[src/rtl/alu_pkg.sv]
// alu_pkg: shared opcode enum and flag bit positions for the pipelined ALU.
// Build option: ALU_SAT_EN (saturating ADD/SUB) is consumed by alu_core.
package alu_pkg;

  typedef enum logic [2:0] {
    OP_ADD  = 3'd0,
    OP_SUB  = 3'd1,
    OP_AND  = 3'd2,
    OP_OR   = 3'd3,
    OP_XOR  = 3'd4,
    OP_PASS = 3'd5,
    OP_SHL  = 3'd6,
    OP_SHR  = 3'd7
  } alu_op_e;

  // Bit positions inside the 4-bit flags vector {N, V, C, Z}
  localparam int FLAG_Z = 0;
  localparam int FLAG_C = 1;
  localparam int FLAG_V = 2;
  localparam int FLAG_N = 3;

  localparam int NUM_FLAGS = 4;

endpackage

[src/rtl/alu_core.sv]
// alu_core: combinational ALU datapath (op, a, b) -> (result, flags).
// Build option: define ALU_SAT_EN to make ADD/SUB saturate on signed overflow;
// when undefined, ADD/SUB wrap and no saturation logic exists.
module alu_core
  import alu_pkg::*;
#(
  parameter int WIDTH = 16,
  parameter int SHW   = $clog2(WIDTH)
) (
  input  alu_op_e              op,
  input  logic [WIDTH-1:0]     a,
  input  logic [WIDTH-1:0]     b,
  output logic [WIDTH-1:0]     result,
  output logic [NUM_FLAGS-1:0] flags
);

  logic [SHW-1:0]   amt;
  logic [WIDTH:0]   sum_ext;
  logic [WIDTH:0]   diff_ext;
  logic [WIDTH:0]   shl_ext;
  logic [WIDTH:0]   shr_ext;
  logic [WIDTH-1:0] raw_res;
  logic             carry;
  logic             ovf;

  // Only the low SHW bits of b steer the shifters; upper bits are ignored.
  assign amt = b[SHW-1:0];

  // One extra bit on each side captures carry/borrow and the last shifted-out bit.
  assign sum_ext  = {1'b0, a} + {1'b0, b};
  assign diff_ext = {1'b0, a} - {1'b0, b};
  assign shl_ext  = {1'b0, a} << amt;
  assign shr_ext  = {a, 1'b0} >> amt;

  // Opcode decode: raw (wrapping) result, carry/borrow and signed overflow.
  always_comb begin
    raw_res = '0;
    carry   = 1'b0;
    ovf     = 1'b0;
    case (op)
      OP_ADD: begin
        raw_res = sum_ext[WIDTH-1:0];
        carry   = sum_ext[WIDTH];
        ovf     = (a[WIDTH-1] == b[WIDTH-1]) && (sum_ext[WIDTH-1] != a[WIDTH-1]);
      end
      OP_SUB: begin
        raw_res = diff_ext[WIDTH-1:0];
        carry   = diff_ext[WIDTH];
        ovf     = (a[WIDTH-1] != b[WIDTH-1]) && (diff_ext[WIDTH-1] != a[WIDTH-1]);
      end
      OP_AND:  raw_res = a & b;
      OP_OR:   raw_res = a | b;
      OP_XOR:  raw_res = a ^ b;
      OP_PASS: raw_res = a;
      OP_SHL: begin
        raw_res = shl_ext[WIDTH-1:0];
        carry   = shl_ext[WIDTH];
      end
      OP_SHR: begin
        raw_res = shr_ext[WIDTH:1];
        carry   = shr_ext[0];
      end
      default: raw_res = '0;
    endcase
  end

`ifdef ALU_SAT_EN
  // Clamp to the signed extreme in the direction of operand a's sign on overflow.
  always_comb begin
    result = raw_res;
    if (ovf) begin
      result = a[WIDTH-1] ? {1'b1, {(WIDTH-1){1'b0}}} : {1'b0, {(WIDTH-1){1'b1}}};
    end
  end
`else
  // Wrapping arithmetic: the raw result goes straight out.
  always_comb begin
    result = raw_res;
  end
`endif

  // Flags derive N/Z from the final result; C keeps the raw carry/borrow.
  always_comb begin
    flags         = '0;
    flags[FLAG_Z] = (result == '0);
    flags[FLAG_N] = result[WIDTH-1];
    flags[FLAG_C] = carry;
    flags[FLAG_V] = ovf;
  end

endmodule

[src/rtl/alu_pipe.sv]
// alu_pipe: two-stage valid/ready ALU pipeline (operand register -> result register).
// Build option: ALU_SAT_EN selects saturating ADD/SUB inside alu_core.
module alu_pipe
  import alu_pkg::*;
#(
  parameter int WIDTH = 16,
  parameter int SHW   = $clog2(WIDTH)  // derived; leave at default
) (
  input  logic                 clk,
  input  logic                 reset,
  input  logic                 in_valid,
  output logic                 in_ready,
  input  alu_op_e              op,
  input  logic [WIDTH-1:0]     A,
  input  logic [WIDTH-1:0]     B,
  output logic                 out_valid,
  input  logic                 out_ready,
  output logic [WIDTH-1:0]     alu_output,
  output logic [NUM_FLAGS-1:0] flags
);

  logic                 s1_valid_reg;
  alu_op_e              s1_op_reg;
  logic [WIDTH-1:0]     s1_a_reg;
  logic [WIDTH-1:0]     s1_b_reg;
  logic                 s2_valid_reg;
  logic [WIDTH-1:0]     s2_result_reg;
  logic [NUM_FLAGS-1:0] s2_flags_reg;

  logic                 s2_load;
  logic [WIDTH-1:0]     core_result;
  logic [NUM_FLAGS-1:0] core_flags;

  // S2 may take a new value when empty or when its beat leaves this cycle;
  // S1 may accept when empty or when it can drain into S2.
  assign s2_load  = !s2_valid_reg || out_ready;
  assign in_ready = !s1_valid_reg || s2_load;

  alu_core #(
    .WIDTH (WIDTH),
    .SHW   (SHW)
  ) u_core (
    .op     (s1_op_reg),
    .a      (s1_a_reg),
    .b      (s1_b_reg),
    .result (core_result),
    .flags  (core_flags)
  );

  // Operand stage: capture an accepted beat, otherwise empty out once S2 takes it.
  always_ff @(posedge clk or posedge reset) begin
    if (reset) begin
      s1_valid_reg <= 1'b0;
      s1_op_reg    <= OP_ADD;
      s1_a_reg     <= '0;
      s1_b_reg     <= '0;
    end else if (in_valid && in_ready) begin
      s1_valid_reg <= 1'b1;
      s1_op_reg    <= op;
      s1_a_reg     <= A;
      s1_b_reg     <= B;
    end else if (s2_load) begin
      s1_valid_reg <= 1'b0;
    end
  end

  // Result stage: advance on s2_load; data only changes when S1 holds a real beat.
  always_ff @(posedge clk or posedge reset) begin
    if (reset) begin
      s2_valid_reg  <= 1'b0;
      s2_result_reg <= '0;
      s2_flags_reg  <= '0;
    end else if (s2_load) begin
      s2_valid_reg <= s1_valid_reg;
      if (s1_valid_reg) begin
        s2_result_reg <= core_result;
        s2_flags_reg  <= core_flags;
      end
    end
  end

  assign out_valid  = s2_valid_reg;
  assign alu_output = s2_result_reg;
  assign flags      = s2_flags_reg;

endmodule

[config.mk]
export PLATFORM = sky130hd
export DESIGN_NAME = alu_pipe
export DESIGN_NICKNAME = d
export VERILOG_FILES = /design/src/rtl/alu_pkg.sv /design/src/rtl/alu_core.sv /design/src/rtl/alu_pipe.sv
export SDC_FILE = /design/constraint.sdc
export NUM_CORES = 1
export LEC_CHECK = 0
export ABC_AREA = 1
export CAP_MARGIN = 20
export CORE_ASPECT_RATIO = 0.8
export CORE_UTILIZATION = 29
export CTS_CLUSTER_DIAMETER = 30
export DETAILED_ROUTE_END_ITERATION = 16
export SYNTH_ARGS = -nofsm -noshare
export SYNTH_HDL_FRONTEND = slang
export SYNTH_SLANG_ARGS = --single-unit
export TNS_END_PERCENT = 20
[constraint.sdc]
create_clock -name clk -period 3.3 [get_ports clk]
set_input_delay 0.33 -clock clk [delete_from_list [all_inputs] [get_ports clk]]
set_output_delay 0.33 -clock clk [all_outputs]
set_load 0.005 [all_outputs]
==> impl_metrics.tcl, run 1 <==
set metrics [dict create \
    grt_use_met3_pct 6.26 \
    yosysSeqAreaShare_pct 22.1 \
    clkTransAtPathRegs_ns 0.08 \
    p_seq_share_pct 24.2 \
    final_common_cell "nand2_1" \
    grt_max_degree 47 \
    die-area_sq_um 22500 \
    nets 1212 \
    hold_violations 0 \
    p_per_area_nw_per_um2 583 \
    cts_root_buf "clkbuf_16" \
    grt_setup_unrepaired "no" \
    grt_pass1_wl_microns 39700 \
    report.final.slew_viol_count 0 \
    combinationalPowerShare_pct 60.7 \
    dp.cells 1390 \
    irDropWorstVdd_mv 0.258 \
    worstPathCellList "ha_1 -> fa_1 -> nand3_1 -> nand3_1 -> nand2_1 -> nand2_1 -> xor2_1 -> nand2_1 -> nand3_1 -> nor2_1 -> nand3_1 -> nor2_1 -> nand2_1 -> nand2_1" \
    start_util_pct 29.5 \
    synthCells 1091 \
    multi_input_area_sq_um 4250 \
    vias_per_cell 5.24 \
    drtIter0Drc 788 \
    maxCapViolations 0 \
    netlist_area_sq_um 6350 \
    fin_skew_ns 0.00771 \
    p_clk_share_pct 15.1 \
    globalRouteMet1Util_pct 33.0 \
    yosys_warnings 0 \
    status "complete, no violations" \
    rows 48 \
    io-pin-count 61 \
    drive_gt1_share_pct 3.47 \
    max_slew_margin_pct 43.6 \
    hold_class "flip-flop to flip-flop" \
    p_sw_uw 2180 \
    worstPathMaxFanout 19 \
    cts_buffers 5 \
    yosys_most_used_dff "dfrtp_1" \
    clk_latency_ns 0.31 \
    crit_path_end_kind "flip-flop" \
    layout_min_cycle_time_ns 2.85 \
    dp_hpwl_microns 20800 \
    startpoint_type "flip-flop" \
    p_leak_uw 0.00374 \
    period_share_pct 86.2 \
    clock-sinks 56 \
    vias 7325 \
    finalWirelength_microns 25800 \
    die_y_microns 134 \
    core_sq_um 21500 \
    n_antenna_cell 0 \
    grt_pass1_vias 6721 \
    busiest_layer "met2" \
    port_buffers 60 \
    avgSynthCellArea_sq_um 5.82 \
    critical_path_class "flip-flop to flip-flop" \
    drt-pass1-iter-count 5 \
    synth-async-reset-ratio_pct 100 \
    synth_cell_type_count 39 \
    grt_usage_pct 23.2 \
    overflow 0 \
    ff_latch_area_sq_um 1400 \
    p_int_uw 2100 \
    arrival_ns 3.10 \
    synthesis.nets 1181 \
    area_growth_pct 15.6 \
    fin_setup_tns_ns 0 \
    synth_edf_count 0 \
    critPathMaxStageDelay_ns 0.59 \
    required_ns 3.56 \
    die_w_microns 167 \
    fin_cells 1398 \
    fillers 2476 \
    grtUsageMet2_pct 33.8 \
    gp_congestion 1.04 \
    tightest_slew_ns 0.845 \
    wl_per_cell_microns 18.5 \
    htreeDepth 2 \
    p_sw_share_pct 50.9 \
    clock_path_buffers 2 \
    cp_slowest_cell "dfrtp_2" \
    mostFrequentLayoutCells "nand2_1 (321), nand3_1 (155), nor2_1 (147)" \
    path_common_cell "nand2_1" \
    postRouteAntennaNets 0 \
    synth-seq-cells 56 \
    drc 0 \
    fmax_mhz 351 \
    setup_viol 0 \
    antenna_found_initial 0 \
    cts_tree "built" \
]
==> routing by layer <==
layer | wire [microns] | up-vias
met1 | 12000 | 3341
met4 | 757 | 0
met3 | 2720 | 58
met5 | 0 | -
met2 | 10300 | 373
li1 | - | 3553
==> cells by family after synthesis <==
| family | share of synthesized area (%) |
|---|---|
| and+or+nand+nor | 45.1 |
| buffers and inverters | 11.0 |
| AOI/OAI and AO/OA | 11.0 |
| DFF | 22.1 |
| adders and majority gates | 10.3 |
| xor gates and xnor gates | 0.552 |
==> cell usage after synthesis (2+ instances only) <==
library cell  number  area share (%)
o21ai_0           41             3.2
nor2_2             2            0.20
a21oi_1           75             5.9
buf_2             21             1.7
ha_1              49             9.7
buf_1              3            0.18
nand4_1           19             1.9
inv_1            119             7.0
inv_2              4            0.24
o22ai_1            7            0.69
nand3_1          155              12
nand3_2            3            0.47
and2_1             5            0.49
or2_2              2            0.20
nand2_2            2            0.20
dfrtp_1           56              22
a211oi_1           2            0.24
nand2_1          322              19
buf_4              4            0.47
xor2_1             4            0.55
clkbuf_1          19             1.1
nand3b_1           4            0.47
o21bai_1           2            0.24
nor2_1           147             8.7
fa_1               2            0.63
nor3_1             9            0.71
==> power groups by stage <==
stage / clock network, uW / logic (uW) / registers, uW
floorplan: 0 / 1630 / 987
global placement: 0 / 2540 / 1050
detailed placement: 0 / 2530 / 1050
CTS: 658 / 2540 / 1040
global route: 681 / 2860 / 1060
finish: 646 / 2600 / 1040
==> path summary, 6_finish.rpt <==
check	cells past startpoint	startpoint	slack, ns	to
setup / recovery	14	s1_b_reg[0]$_DFFE_PP0P_	0.45	flags[0]$_DFFE_PP0P_
max in group asynchronous	3	reset	2.01	s1_b_reg[0]$_DFFE_PP0P_
hold reg to reg	2	alu_output[3]$_DFFE_PP0P_	0.49	alu_output[3]$_DFFE_PP0P_
setup reg to reg	14	s1_b_reg[0]$_DFFE_PP0P_	0.45	flags[0]$_DFFE_PP0P_
min in group asynchronous	2	reset	0.51	s1_b_reg[11]$_DFFE_PP0P_
hold / removal	2	alu_output[3]$_DFFE_PP0P_	0.49	alu_output[3]$_DFFE_PP0P_
==> area by class of cell <==
cell class,count,area share [%]
Sequential cell,56,19.1
Timing Repair Buffer,73,9.68
Clock buffer,5,1.70
Inverter,124,6.34
Tap cell,275,4.69
Multi-Input combinational cell,862,57.9
Clock inverter,3,0.580
==> through the flow <==
stage	area [sq um]	hold WS [ns]	total power, uW	setup slack (ns)	util (%)
global route	7340	0.515	4610	0.275	34.1
floorplan	6350	0.472	2610	0.858	-
finish	7340	0.486	4280	0.454	34.1
CTS	7340	0.492	4230	0.159	34.1
global placement	7170	0.468	3590	0.143	33.4
detailed placement	7170	0.471	3570	0.192	33.4
==> critical path, delay by kind of cell, from the launching register on <==
kind	cells	cell delay [ns]
xor gates and xnor gates	1	0.18
adders and majority gates	2	0.81
DFF	1	0.59
and+or+nand+nor	11	1.19
==> repair_timing <==
| item | 4_1_cts | 5_1_grt |
|---|---|---|
| buffers inserted | 0 | 0 |
| resized for setup | 0 | 1 |
| setup endpoints to repair | 0 | 2 |
| hold buffers | 0 | 0 |
No activity file was read; power rests on OpenSTA's default activity.
==> run 2: changes to the inputs <==
==> constraint.sdc (replaced) <==
create_clock -name clk -period 2.7 [get_ports clk]
set_input_delay 0.27 -clock clk [delete_from_list [all_inputs] [get_ports clk]]
set_output_delay 0.27 -clock clk [all_outputs]
set_load 0.005 [all_outputs]
==> impl_metrics.tcl, run 2 (synthesis results as in run 1) <==
set metrics [dict create \
    vias_per_cell 5.07 \
    clock_path_buffers 2 \
    cts_tree "built" \
    finalWirelength_microns 24200 \
    status "complete, no violations" \
    fmax_mhz 392 \
    drive_gt1_share_pct 7.34 \
    maxCapViolations 0 \
    cp_num_buf_inv 2 \
    start_util_pct 29.5 \
    worstPathMaxFanout 6 \
    p_per_area_nw_per_um2 685 \
    postCtsSetupRepairBufs 0 \
    dp.cells 1438 \
    cts_root_buf "clkbuf_16" \
    clock-sinks 56 \
    fin_setup_tns_ns 0 \
    die-area_sq_um 22500 \
    cts_hold_buf 0 \
    fin_cells 1446 \
    tightest_slew_ns 0.663 \
    drtIter0Drc 703 \
    overflow 0 \
    core_sq_um 21500 \
    wl_per_cell_microns 16.7 \
    rows 48 \
    path_delay_family "simple AND/OR/NAND/NOR gates" \
    dp_hpwl_microns 20200 \
    clk_latency_ns 0.31 \
    io-pin-count 61 \
    period_share_pct 94.5 \
    grt_max_degree 40 \
    n_antenna_cell 0 \
    drt-pass1-iter-count 5 \
    grt_usage_pct 22.2 \
    required_ns 2.96 \
    clkTransAtPathRegs_ns 0.08 \
    antenna_found_initial 0 \
    critPathMaxStageDelay_ns 0.46 \
    fin_skew_ns 0.00647 \
    port_buffers 60 \
    vias 7326 \
    area_growth_pct 21.2 \
    layout_min_cycle_time_ns 2.55 \
    final_common_cell "nand2_1" \
    nets 1260 \
    mostFrequentLayoutCells "nand2_1 (321), nand3_1 (155), nor2_1 (147)" \
    cp_slowest_cell "dfrtp_1" \
    max_slew_margin_pct 55.7 \
    p_leak_uw 0.00397 \
    grt_pass1_vias 6935 \
    gp_congestion 0.981 \
    die_w_microns 167 \
    irDropWorstVdd_mv 0.285 \
    grt_setup_unrepaired "no" \
    arrival_ns 2.81 \
    worstPathCellList "inv_1 -> ha_1 -> fa_1 -> inv_1 -> nand3_1 -> nand3_1 -> a21oi_1 -> o21ai_0 -> nand3_1 -> nor2_1 -> nand3_1 -> nor2_1 -> nand2_1 -> nand2_1" \
    path_common_cell "nand3_1" \
    die_y_microns 134 \
    cts-resized-gates 0 \
    crit_path_end_kind "flip-flop" \
    cts_buffers 5 \
    htreeDepth 2 \
    postRouteAntennaNets 0 \
    critical_path_class "flip-flop to flip-flop" \
    report.final.slew_viol_count 0 \
    hold_violations 0 \
    setup_viol 0 \
    drc 0 \
    hold_class "input pin to async pin" \
    grt_pass1_wl_microns 38500 \
    startpoint_type "flip-flop" \
]
-- run 2: changes by cell type in the layout (fill, tap and decap cells not counted), sizes merged --
| cell | previous run | this run |
|---|---|---|
| buf | 13 | 61 |
| inv | 123 | 125 |
| bufinv | 1 | 0 |
| clkinvlp | 1 | 0 |
-- run 2: final cells by class --
type	instances	area, sq um
Tap cell	275	344
Timing Repair Buffer	121	1080
Clock inverter	3	26.3
Multi-Input combinational cell	862	4250
Sequential cell	56	1400
Fill cell	2400	13800
Clock buffer	5	125
Inverter	124	465
-- run 2: path summary, 6_finish.rpt --
path                                             end  cells after the start  slack (ns)                       from
setup / recovery                flags[0]$_DFFE_PP0P_                     14        0.15    s1_a_reg[0]$_DFFE_PP0P_
hold / removal              s1_b_reg[12]$_DFFE_PP0P_                      2        0.36                      reset
setup reg to reg                flags[0]$_DFFE_PP0P_                     14        0.15    s1_a_reg[0]$_DFFE_PP0P_
hold reg to reg            alu_output[9]$_DFFE_PP0P_                      2        0.49  alu_output[9]$_DFFE_PP0P_
max in group asynchronous   s1_op_reg[1]$_DFFE_PP0P_                      3        1.75                      reset
min in group clk           alu_output[9]$_DFFE_PP0P_                      2        0.49  alu_output[9]$_DFFE_PP0P_
-- run 2: per-stage QoR --
| step | power (uW) | area [sq um] | hold slack (ns) | utilization, % | setup slack (ns) |
|---|---|---|---|---|---|
| floorplan | 3190 | 6350 | 0.429 | - | 0.258 |
| global placement | 4520 | 7540 | 0.469 | 35.1 | 0.271 |
| detailed placement | 4510 | 7540 | 0.474 | 35.1 | 0.255 |
| CTS | 5240 | 7700 | 0.383 | 35.8 | 0.220 |
| global route | 5720 | 7700 | 0.434 | 35.8 | 0.00755 |
| finish | 5270 | 7700 | 0.361 | 35.8 | 0.148 |
-- run 2: metal layers --
metal | up-vias | part of all wire (%) | global-route usage [%]
met2 | 270 | 40 | 32.0
li1 | 3670 | - | -
met5 | - | 0 | 0
met1 | 3343 | 48 | 32.1
met3 | 43 | 9.2 | 5.16
met4 | 0 | 2.6 | 7.34
-- run 2: power by group --
group | switching [uW] | total [uW] | internal (uW)
Clock | 349 | 703 | 354
Sequential | 147 | 1190 | 1040
Combinational | 2130 | 3380 | 1250
==> run 3: changes to the inputs <==
--- a/config.mk
+++ b/config.mk
@@ -10,6 +10,7 @@
 export CORE_ASPECT_RATIO = 0.8
 export CORE_UTILIZATION = 29
 export CTS_CLUSTER_DIAMETER = 30
+export CTS_CLUSTER_SIZE = 40
 export DETAILED_ROUTE_END_ITERATION = 16
 export SYNTH_ARGS = -nofsm -noshare
 export SYNTH_HDL_FRONTEND = slang
==> results of run 3 <==
Final layout, timing and power as in run 2 (identical DEF).
